==> src/rtl/modport_router_pkg.sv <==
`default_nettype none
// ============================================================================
// Module      : router_pkg
// Description : Shared types and constants for the 1-in / 3-out packet router.
// Revision    : 1.0 - initial release
// ============================================================================
package router_pkg;

    localparam int DEFAULT_DEPTH = 16;
    localparam int DEFAULT_WIDTH = 8;

    localparam logic [1:0] ADDR_INVALID      = 2'd3;
    localparam int         SOFT_RESET_CYCLES = 30;

    typedef enum logic [2:0] {
        ST_IDLE       = 3'd0,
        ST_WAIT_EMPTY = 3'd1,
        ST_PAYLOAD    = 3'd2,
        ST_FULL_WAIT  = 3'd3,
        ST_CHECK      = 3'd4,
        ST_DROP       = 3'd5
    } state_t;

endpackage
`default_nettype wire

==> src/rtl/modport_router_if.sv <==
`default_nettype none
// ============================================================================
// Module      : modport_router_if
// Description : Source and sink bundle of the packet router.
// Revision    : 1.0 - initial release
// ============================================================================
interface modport_router_if #(
    parameter int WIDTH = 8
);
    logic [WIDTH-1:0] data_in;
    logic             pkt_valid;
    logic             busy;
    logic             error;
    logic             read_enb_0, read_enb_1, read_enb_2;
    logic             vld_out_0, vld_out_1, vld_out_2;
    logic [WIDTH-1:0] data_out_0, data_out_1, data_out_2;

    modport slave (
        input  data_in, pkt_valid, read_enb_0, read_enb_1, read_enb_2,
        output busy, error, vld_out_0, vld_out_1, vld_out_2,
        output data_out_0, data_out_1, data_out_2
    );

    modport master (
        output data_in, pkt_valid, read_enb_0, read_enb_1, read_enb_2,
        input  busy, error, vld_out_0, vld_out_1, vld_out_2,
        input  data_out_0, data_out_1, data_out_2
    );
endinterface
`default_nettype wire

==> src/rtl/modport_router_fifo.sv <==
`default_nettype none
// ============================================================================
// Module      : router_fifo
// Description : Synchronous FIFO with registered read data and a flush input.
// Revision    : 1.0 - initial release
// ============================================================================
module router_fifo
    import router_pkg::*;
#(
    parameter int DEPTH = DEFAULT_DEPTH,
    parameter int WIDTH = DEFAULT_WIDTH
) (
    input  logic             clk,
    input  logic             rst,
    input  logic             i_soft_rst,
    input  logic             i_push,
    input  logic [WIDTH-1:0] i_din,
    input  logic             i_pop,
    output logic [WIDTH-1:0] o_dout,
    output logic             o_empty,
    output logic             o_full
);
    localparam int             c_aw   = $clog2(DEPTH);
    localparam logic [c_aw:0]  c_full = (c_aw + 1)'(DEPTH);

    logic [WIDTH-1:0] r_mem [DEPTH];
    logic [c_aw-1:0]  r_wptr, r_rptr;
    logic [c_aw:0]    r_count;
    logic             w_do_push, w_do_pop;

    assign o_empty   = (r_count == '0);
    assign o_full    = (r_count == c_full);
    assign w_do_push = i_push && !o_full;
    assign w_do_pop  = i_pop && !o_empty;

    always_ff @(posedge clk) begin
        if (w_do_push) begin
            r_mem[r_wptr] <= i_din;
        end
    end

    // A flush behaves exactly like reset for this FIFO only.
    always_ff @(posedge clk) begin
        if (rst || i_soft_rst) begin
            r_wptr  <= '0;
            r_rptr  <= '0;
            r_count <= '0;
            o_dout  <= '0;
        end else begin
            if (w_do_push) begin
                r_wptr <= r_wptr + 1'b1;
            end
            if (w_do_pop) begin
                r_rptr <= r_rptr + 1'b1;
                o_dout <= r_mem[r_rptr];
            end
            case ({w_do_push, w_do_pop})
                2'b10:   r_count <= r_count + 1'b1;
                2'b01:   r_count <= r_count - 1'b1;
                default: r_count <= r_count;
            endcase
        end
    end
endmodule
`default_nettype wire

==> src/rtl/modport_router.sv <==
`default_nettype none
// ============================================================================
// Module      : modport_router
// Description : 1-in / 3-out byte-serial packet router with parity checking.
//               Optional ROUTER_SOFT_RESET_EN flushes FIFOs left unread.
// Revision    : 1.0 - initial release
// ============================================================================
module modport_router
    import router_pkg::*;
#(
    parameter int DEPTH = DEFAULT_DEPTH,
    parameter int WIDTH = DEFAULT_WIDTH
) (
    input  logic            clock,
    input  logic            resetn,
    modport_router_if.slave bus
);
    state_t           r_state, w_next;
    logic [1:0]       r_addr, w_in_addr, w_wr_addr;
    logic [WIDTH-1:0] r_hdr, r_parity, w_wr_data;
    logic             r_error;
    logic             w_wr, w_start, w_latch, w_acc, w_chk, w_busy;
    logic [2:0]       w_push, w_pop_req, w_empty, w_full, w_soft;
    logic [WIDTH-1:0] w_dout [3];

    assign w_in_addr = bus.data_in[1:0];
    assign w_pop_req = {bus.read_enb_2, bus.read_enb_1, bus.read_enb_0};
    assign w_wr_addr = (r_state == ST_IDLE) ? w_in_addr : r_addr;

    always_comb begin
        w_next    = r_state;
        w_wr      = 1'b0;
        w_wr_data = bus.data_in;
        w_busy    = 1'b0;
        w_start   = 1'b0;
        w_latch   = 1'b0;
        w_acc     = 1'b0;
        w_chk     = 1'b0;
        case (r_state)
            ST_IDLE: begin
                if (bus.pkt_valid) begin
                    if (w_in_addr == ADDR_INVALID) begin
                        w_next = ST_DROP;
                    end else if (w_empty[w_in_addr]) begin
                        w_wr    = 1'b1;
                        w_start = 1'b1;
                        w_next  = ST_PAYLOAD;
                    end else begin
                        w_latch = 1'b1;
                        w_next  = ST_WAIT_EMPTY;
                    end
                end
            end
            ST_WAIT_EMPTY: begin
                w_busy = 1'b1;
                if (w_empty[r_addr]) begin
                    w_wr      = 1'b1;
                    w_wr_data = r_hdr;
                    w_start   = 1'b1;
                    w_next    = ST_PAYLOAD;
                end
            end
            ST_PAYLOAD: begin
                if (w_full[r_addr]) begin
                    w_busy = 1'b1;
                    w_next = ST_FULL_WAIT;
                end else begin
                    w_wr = 1'b1;
                    if (bus.pkt_valid) begin
                        w_acc = 1'b1;
                    end else begin
                        w_chk  = 1'b1;
                        w_next = ST_CHECK;
                    end
                end
            end
            ST_FULL_WAIT: begin
                w_busy = 1'b1;
                if (!w_full[r_addr]) begin
                    w_next = ST_PAYLOAD;
                end
            end
            ST_CHECK: begin
                w_busy = 1'b1;
                w_next = ST_IDLE;
            end
            ST_DROP: begin
                if (!bus.pkt_valid) begin
                    w_next = ST_IDLE;
                end
            end
            default: w_next = ST_IDLE;
        endcase
    end

    always_ff @(posedge clock) begin
        if (resetn) begin
            r_state  <= ST_IDLE;
            r_addr   <= '0;
            r_hdr    <= '0;
            r_parity <= '0;
            r_error  <= 1'b0;
        end else begin
            r_state <= w_next;
            if (w_latch || w_start) begin
                r_addr <= w_wr_addr;
            end
            if (w_latch) begin
                r_hdr <= bus.data_in;
            end
            // The header seeds the running parity and starts a fresh error window.
            if (w_start) begin
                r_parity <= w_wr_data;
                r_error  <= 1'b0;
            end
            if (w_acc) begin
                r_parity <= r_parity ^ bus.data_in;
            end
            if (w_chk) begin
                r_error <= (bus.data_in != r_parity);
            end
        end
    end

    for (genvar gi = 0; gi < 3; gi++) begin : g_port
        assign w_push[gi] = w_wr && (w_wr_addr == 2'(gi));

        router_fifo #(
            .DEPTH (DEPTH),
            .WIDTH (WIDTH)
        ) u_fifo (
            .clk        (clock),
            .rst        (resetn),
            .i_soft_rst (w_soft[gi]),
            .i_push     (w_push[gi]),
            .i_din      (w_wr_data),
            .i_pop      (w_pop_req[gi]),
            .o_dout     (w_dout[gi]),
            .o_empty    (w_empty[gi]),
            .o_full     (w_full[gi])
        );

`ifdef ROUTER_SOFT_RESET_EN
        logic [4:0] r_timer;
        logic       w_idle_hold;

        assign w_idle_hold = !w_empty[gi] && !w_pop_req[gi];
        assign w_soft[gi]  = w_idle_hold && (r_timer == 5'(SOFT_RESET_CYCLES - 1));

        always_ff @(posedge clock) begin
            if (resetn || w_soft[gi] || !w_idle_hold) begin
                r_timer <= '0;
            end else begin
                r_timer <= r_timer + 1'b1;
            end
        end
`else
        assign w_soft[gi] = 1'b0;
`endif
    end

    assign bus.busy       = w_busy;
    assign bus.error      = r_error;
    assign bus.vld_out_0  = !w_empty[0];
    assign bus.vld_out_1  = !w_empty[1];
    assign bus.vld_out_2  = !w_empty[2];
    assign bus.data_out_0 = w_dout[0];
    assign bus.data_out_1 = w_dout[1];
    assign bus.data_out_2 = w_dout[2];
endmodule
`default_nettype wire

==> src/flat_wrapper.sv <==
// flat-port wrapper written by rule: the top's interface ports become plain ports
module modport_router_flat import router_pkg::*;
#(
    parameter int DEPTH = DEFAULT_DEPTH,
    parameter int WIDTH = DEFAULT_WIDTH
)
  (clock, resetn, bus_data_in, bus_pkt_valid, bus_read_enb_0, bus_read_enb_1, bus_read_enb_2, bus_busy, bus_error, bus_vld_out_0, bus_vld_out_1, bus_vld_out_2, bus_data_out_0, bus_data_out_1, bus_data_out_2);
  modport_router_if #(.WIDTH(WIDTH)) bus_i ();
  input  logic clock;
  input  logic resetn;
  input wire logic [$bits(bus_i.data_in)-1:0] bus_data_in;
  input wire logic [$bits(bus_i.pkt_valid)-1:0] bus_pkt_valid;
  input wire logic [$bits(bus_i.read_enb_0)-1:0] bus_read_enb_0;
  input wire logic [$bits(bus_i.read_enb_1)-1:0] bus_read_enb_1;
  input wire logic [$bits(bus_i.read_enb_2)-1:0] bus_read_enb_2;
  output wire logic [$bits(bus_i.busy)-1:0] bus_busy;
  output wire logic [$bits(bus_i.error)-1:0] bus_error;
  output wire logic [$bits(bus_i.vld_out_0)-1:0] bus_vld_out_0;
  output wire logic [$bits(bus_i.vld_out_1)-1:0] bus_vld_out_1;
  output wire logic [$bits(bus_i.vld_out_2)-1:0] bus_vld_out_2;
  output wire logic [$bits(bus_i.data_out_0)-1:0] bus_data_out_0;
  output wire logic [$bits(bus_i.data_out_1)-1:0] bus_data_out_1;
  output wire logic [$bits(bus_i.data_out_2)-1:0] bus_data_out_2;
  assign bus_i.data_in = bus_data_in;
  assign bus_i.pkt_valid = bus_pkt_valid;
  assign bus_i.read_enb_0 = bus_read_enb_0;
  assign bus_i.read_enb_1 = bus_read_enb_1;
  assign bus_i.read_enb_2 = bus_read_enb_2;
  assign bus_busy = bus_i.busy;
  assign bus_error = bus_i.error;
  assign bus_vld_out_0 = bus_i.vld_out_0;
  assign bus_vld_out_1 = bus_i.vld_out_1;
  assign bus_vld_out_2 = bus_i.vld_out_2;
  assign bus_data_out_0 = bus_i.data_out_0;
  assign bus_data_out_1 = bus_i.data_out_1;
  assign bus_data_out_2 = bus_i.data_out_2;
  modport_router #(.DEPTH(DEPTH), .WIDTH(WIDTH)) u_core (.clock(clock), .resetn(resetn), .bus(bus_i));
endmodule
==> config.mk <==
export PLATFORM = sky130hd
export DESIGN_NAME = modport_router_flat
export DESIGN_NICKNAME = d
export VERILOG_FILES = /design/src/rtl/modport_router_pkg.sv /design/src/rtl/modport_router_if.sv /design/src/rtl/modport_router_fifo.sv /design/src/rtl/modport_router.sv /design/src/flat_wrapper.sv
export SDC_FILE = /design/constraint.sdc
export NUM_CORES = 1
export LEC_CHECK = 0
export CORE_MARGIN = 1.5
export CORE_UTILIZATION = 35
export DETAILED_ROUTE_END_ITERATION = 7
export PLACE_DENSITY = 0.59
export SYNTH_ARGS = -nofsm -noshare
export SYNTH_HDL_FRONTEND = slang
export SYNTH_SLANG_ARGS = --single-unit
==> constraint.sdc <==
create_clock -name clock -period 5.45 [get_ports clock]
set_input_delay 0.8175 -clock clock [delete_from_list [all_inputs] [get_ports clock]]
set_output_delay 0.8175 -clock clock [all_outputs]
set_load 0.02 [all_outputs]
==> impl_results.md <==
- Result of the run: completed
- Register bit count reported by yosys: 469
- Highest ir drop seen on vdd: 0.229 mV
- Met2 WL post-DR: 19,000 µm
- Min-Delay Path Depth: 2
- FF+latch area: 13,200 µm²
- Number of nets with antenna violations after routing: 0
- Setup repair after global routing missed its margin: no
- Initial antenna violation count: 1
- Worst clock skew: 0.0132 ns
- Standby leakage power: 7.17 nW
- Sink count of the clock tree: 469
- Routability-driven placement congestion ratio: 0.761
- GRT overflow: 0
- Setup violators final: 0
- Area of the core region: 54,100 µm²
- Total routing usage reported by global routing: 14.3%
- Data required time of the critical path: 5.94 ns
- Share of post-route cells with drive strength above 1: 19.7%
- Number of buffers created by CTS: 49
- Maximum number of pins on one net before global-route repair: 86
- Slowest stage cell on the critical path: clkdlybuf4s50_1
- Die area: 56,600 µm²
- Post-Syn Nets: 1,189
- Reg-to-Reg Start: u_core.g_port[0].u_fifo.r_count[1]
- Total half-perimeter wirelength after legalization and detailed placement: 24,000 µm
- Kind of end point of the critical path: flip-flop
- Worst Setup Slack, final: 1.12 ns
- Routed length on met3: 1610 µm
- Clock root buffer master: clkbuf_16
- Number of fillers in the final layout: 4,775
- Crit path max fanout: 18
- Post-cts hold buffer count: 0
- Async set-or-reset flop fraction in the synthesized netlist: 0%
- # DRC: 0
- Cell class contributing the biggest share of worst-path delay: compound AO/OA/AOI/OAI gates
- Final Hold Vio Count: 0
- Vias post-DR: 9,958
- Port Buffer Count: 42
- Clock Latency Late Sink: 0.57 ns
- Length in cells of the worst reg-to-reg path: 14
- Clock tree from TritonCTS: built
- Average routed wire per standard cell: 20.7 µm
- Clk slew on worst S/H paths: 0.06 ns
- Actual slew at the worst max-slew pin: 1.13 ns
- Area growth from synthesis to layout: 14.2%
- Final Cycle Share: 79.5%
- Wire length of the first global-routing pass: 61,800 µm
- Most instantiated flip-flop cell in the synthesis netlist: edfxtp_1
- Endpoint of the most critical register-to-register path: u_core.g_port[2].u_fifo.r_count[4]
- Diodes inserted: 0
- Number of max-slew violations in the final report: 0
- Total detailed-routing wirelength: 39,900 µm
- Crit-path max cell delay: 0.79 ns
- DR vias/cell: 5.16
- Sequential cell area fraction in the yosys report: 68.5%
- Startpoint of the tightest hold check path: u_core.g_port[0].u_fifo.o_dout[6]
- Layout net count: 1,233
- Count of unique library cells instantiated by Yosys: 62
- Die Height: 238 µm
- Horizontal die dimension: 238 µm
- Worst min-delay path class: reg2reg
- Count of maximum capacitance violations: 0
- Classification of the worst setup path: in2reg
- Top Layer Used: met4
- Post-synthesis average cell area: 16.8 µm²
- Reg2reg setup slack: 1.13 ns
- Post-Place Setup Slack: 0.599 ns
- CTS Buffer Depth: 3
- CP startpoint kind: input pin
- Violation count after the first detailed-route iteration: 781
- Total number of H-tree levels: 2
- Hold path endpoint: u_core.g_port[0].u_fifo.o_dout[6]
- Launch point of the critical path: bus_data_in[1]
- Crit path time final: 4.33 ns
- Worst path buffer plus inverter count: 2
- Yosys Warn Count: 0
- Wire length on met1: 18,500 µm
- Number of synthesized flops with an enable pin: 384
- Total power divided by cell area: 478 nW/µm²
- # IOs: 43
- Row count: 85
- DR pass1 iterations: 6
- Arrival time at the worst endpoint: 4.82 ns
- Accumulated negative setup slack: 0 ns
- Number of cells upsized or downsized after cts: 0
- Number of instances in the synthesized netlist: 1,148
- Combined area of all synthesized cells: 19,300 µm²
- Crit-path cells: clkdlybuf4s50_1 > nor2b_1 > a221o_1 > nand4_4 > a31oi_4 > inv_1 > ha_1 > xor2_1 > ha_1 > o21a_1 > o22a_1 > a21oi_1 > xor2_1 > or3_1 > a21oi_1
- Combined area of the multi-input logic cells: 5720 µm²
- Number of global-route vias before repair: 10,100
- Max Fclk: 0.231 GHz
- Number of setup buffers added after CTS: 0
- Rel. slew slack: 24.9%
- Initial core utilization: 35.7%
## cells in the mapped netlist, drive strengths merged (4+ instances only)
| master | number | area (µm²) |
|---|---|---|
| a211oi | 4 | 30.0 |
| a21o | 9 | 67.6 |
| a21oi | 59 | 295 |
| a31oi | 4 | 40.0 |
| and3 | 38 | 241 |
| buf | 28 | 135 |
| clkbuf | 41 | 155 |
| dfxtp | 85 | 1700 |
| edfxtp | 384 | 11500 |
| ha | 27 | 338 |
| inv | 21 | 78.8 |
| mux2 | 11 | 128 |
| mux2i | 17 | 170 |
| mux4 | 120 | 2700 |
| nand2 | 76 | 285 |
| nand2b | 7 | 43.8 |
| nand3 | 12 | 72.6 |
| nand4 | 5 | 46.3 |
| nor2 | 60 | 225 |
| nor2b | 16 | 100 |
| nor3 | 16 | 85.1 |
| nor4 | 4 | 31.3 |
| o211ai | 7 | 52.6 |
| o21a | 5 | 37.5 |
| o21ai | 15 | 75.1 |
| or3 | 7 | 43.8 |
| xnor2 | 9 | 78.8 |
| xor2 | 22 | 193 |
## cells in the final DEF (no fill, tap or decap), types with 11 or more instances in the layout
cell type / netlist / routed
clkdlybuf4s50_1: 0 / 41
a21oi_1: 59 / 59
clkinv_1: 0 / 11
mux2i_1: 17 / 17
buf_4: 0 / 21
xor2_1: 22 / 22
dfxtp_1: 85 / 82
ha_1: 27 / 27
nor2_1: 60 / 60
edfxtp_1: 384 / 384
nand2_1: 76 / 76
nand3_1: 11 / 11
nor3_1: 15 / 15
inv_1: 21 / 21
nor2b_1: 16 / 16
o21ai_0: 15 / 15
mux4_2: 120 / 120
clkbuf_16: 0 / 50
and3_1: 35 / 35
## tightest hold or removal path: cells and delay by family, from the launching register on
family,cells,cell delay [ns]
simple gates,1,0.05
flops,1,0.31
compound gates,1,0.05
## worst max path at each step
stage	cells past startpoint	slack, ns	end
global route	14	0.72	u_core.g_port[2].u_fifo.r_count[4]
CTS	14	1.14	u_core.g_port[2].u_fifo.r_count[4]
floorplan	16	1.56	u_core.g_port[2].u_fifo.r_count[4]
global placement	15	0.72	u_core.g_port[2].u_fifo.r_count[4]
finish	15	1.12	u_core.g_port[2].u_fifo.r_count[4]
detailed placement	15	0.60	u_core.g_port[2].u_fifo.r_count[4]
## power breakdown
group | total [W] | switching (W) | leakage (nW) | internal, W
clock network | 0.00326 | 0.00135 | 0.772 | 0.00191
registers | 0.00457 | 0.000214 | 4.15 | 0.00435
logic | 0.00271 | 0.00159 | 2.25 | 0.00112
## sequential cells by signal, indices dropped and copies added (netlist names)
name	count
u_core.g_port.u_fifo.r_mem	384
u_core.g_port.u_fifo.o_dout	24
u_core.g_port.u_fifo.r_count	15
u_core.g_port.u_fifo.r_rptr	12
u_core.g_port.u_fifo.r_wptr	12
u_core.r_hdr	8
u_core.r_parity	8
u_core.r_state	3
u_core.r_addr	2
u_core.bus.error	1
## routing by layer
metal	up-vias	GRT usage, %
met5	-	0
met4	0	3.73
met3	54	2.36
met2	197	23.1
met1	5119	20.2
li1	4588	-
## area by class of cell
cell class	count	area share, %
sequential	469	60.0
clock inverter	30	1.19
multi-input combinational	589	25.9
inverter	21	0.357
tap	696	3.95
clock buffer	61	6.00
timing repair buffer	62	2.58
## cell families after synthesis
kind of cell	count (synthesis)	synth area share, %
flip-flops	469	68.5
AND/OR/NAND/NOR	257	6.74
multiplexers	148	15.5
AO/OA/AOI/OAI	126	4.14
buffers and inverters	90	1.91
XOR/XNOR	31	1.41
adder cells (fa/ha/maj)	27	1.75
## stage by stage
stage | instance area, µm² | util (%) | power (W) | instances | hold WS [ns]
after CTS | 22100 | 40.7 | 0.0107 | 1928 | 0.456
final | 22100 | 40.7 | 0.0105 | 1928 | 0.453
after floorplan | 19300 | - | 0.00643 | 1148 | 0.431
after global routing | 22100 | 40.7 | 0.0111 | 1928 | 0.477
after global placement | 20500 | 37.8 | 0.00734 | 1837 | 0.443
after detailed placement | 20500 | 37.8 | 0.00739 | 1837 | 0.448
Note: power is estimated with default switching activity, not from simulation.
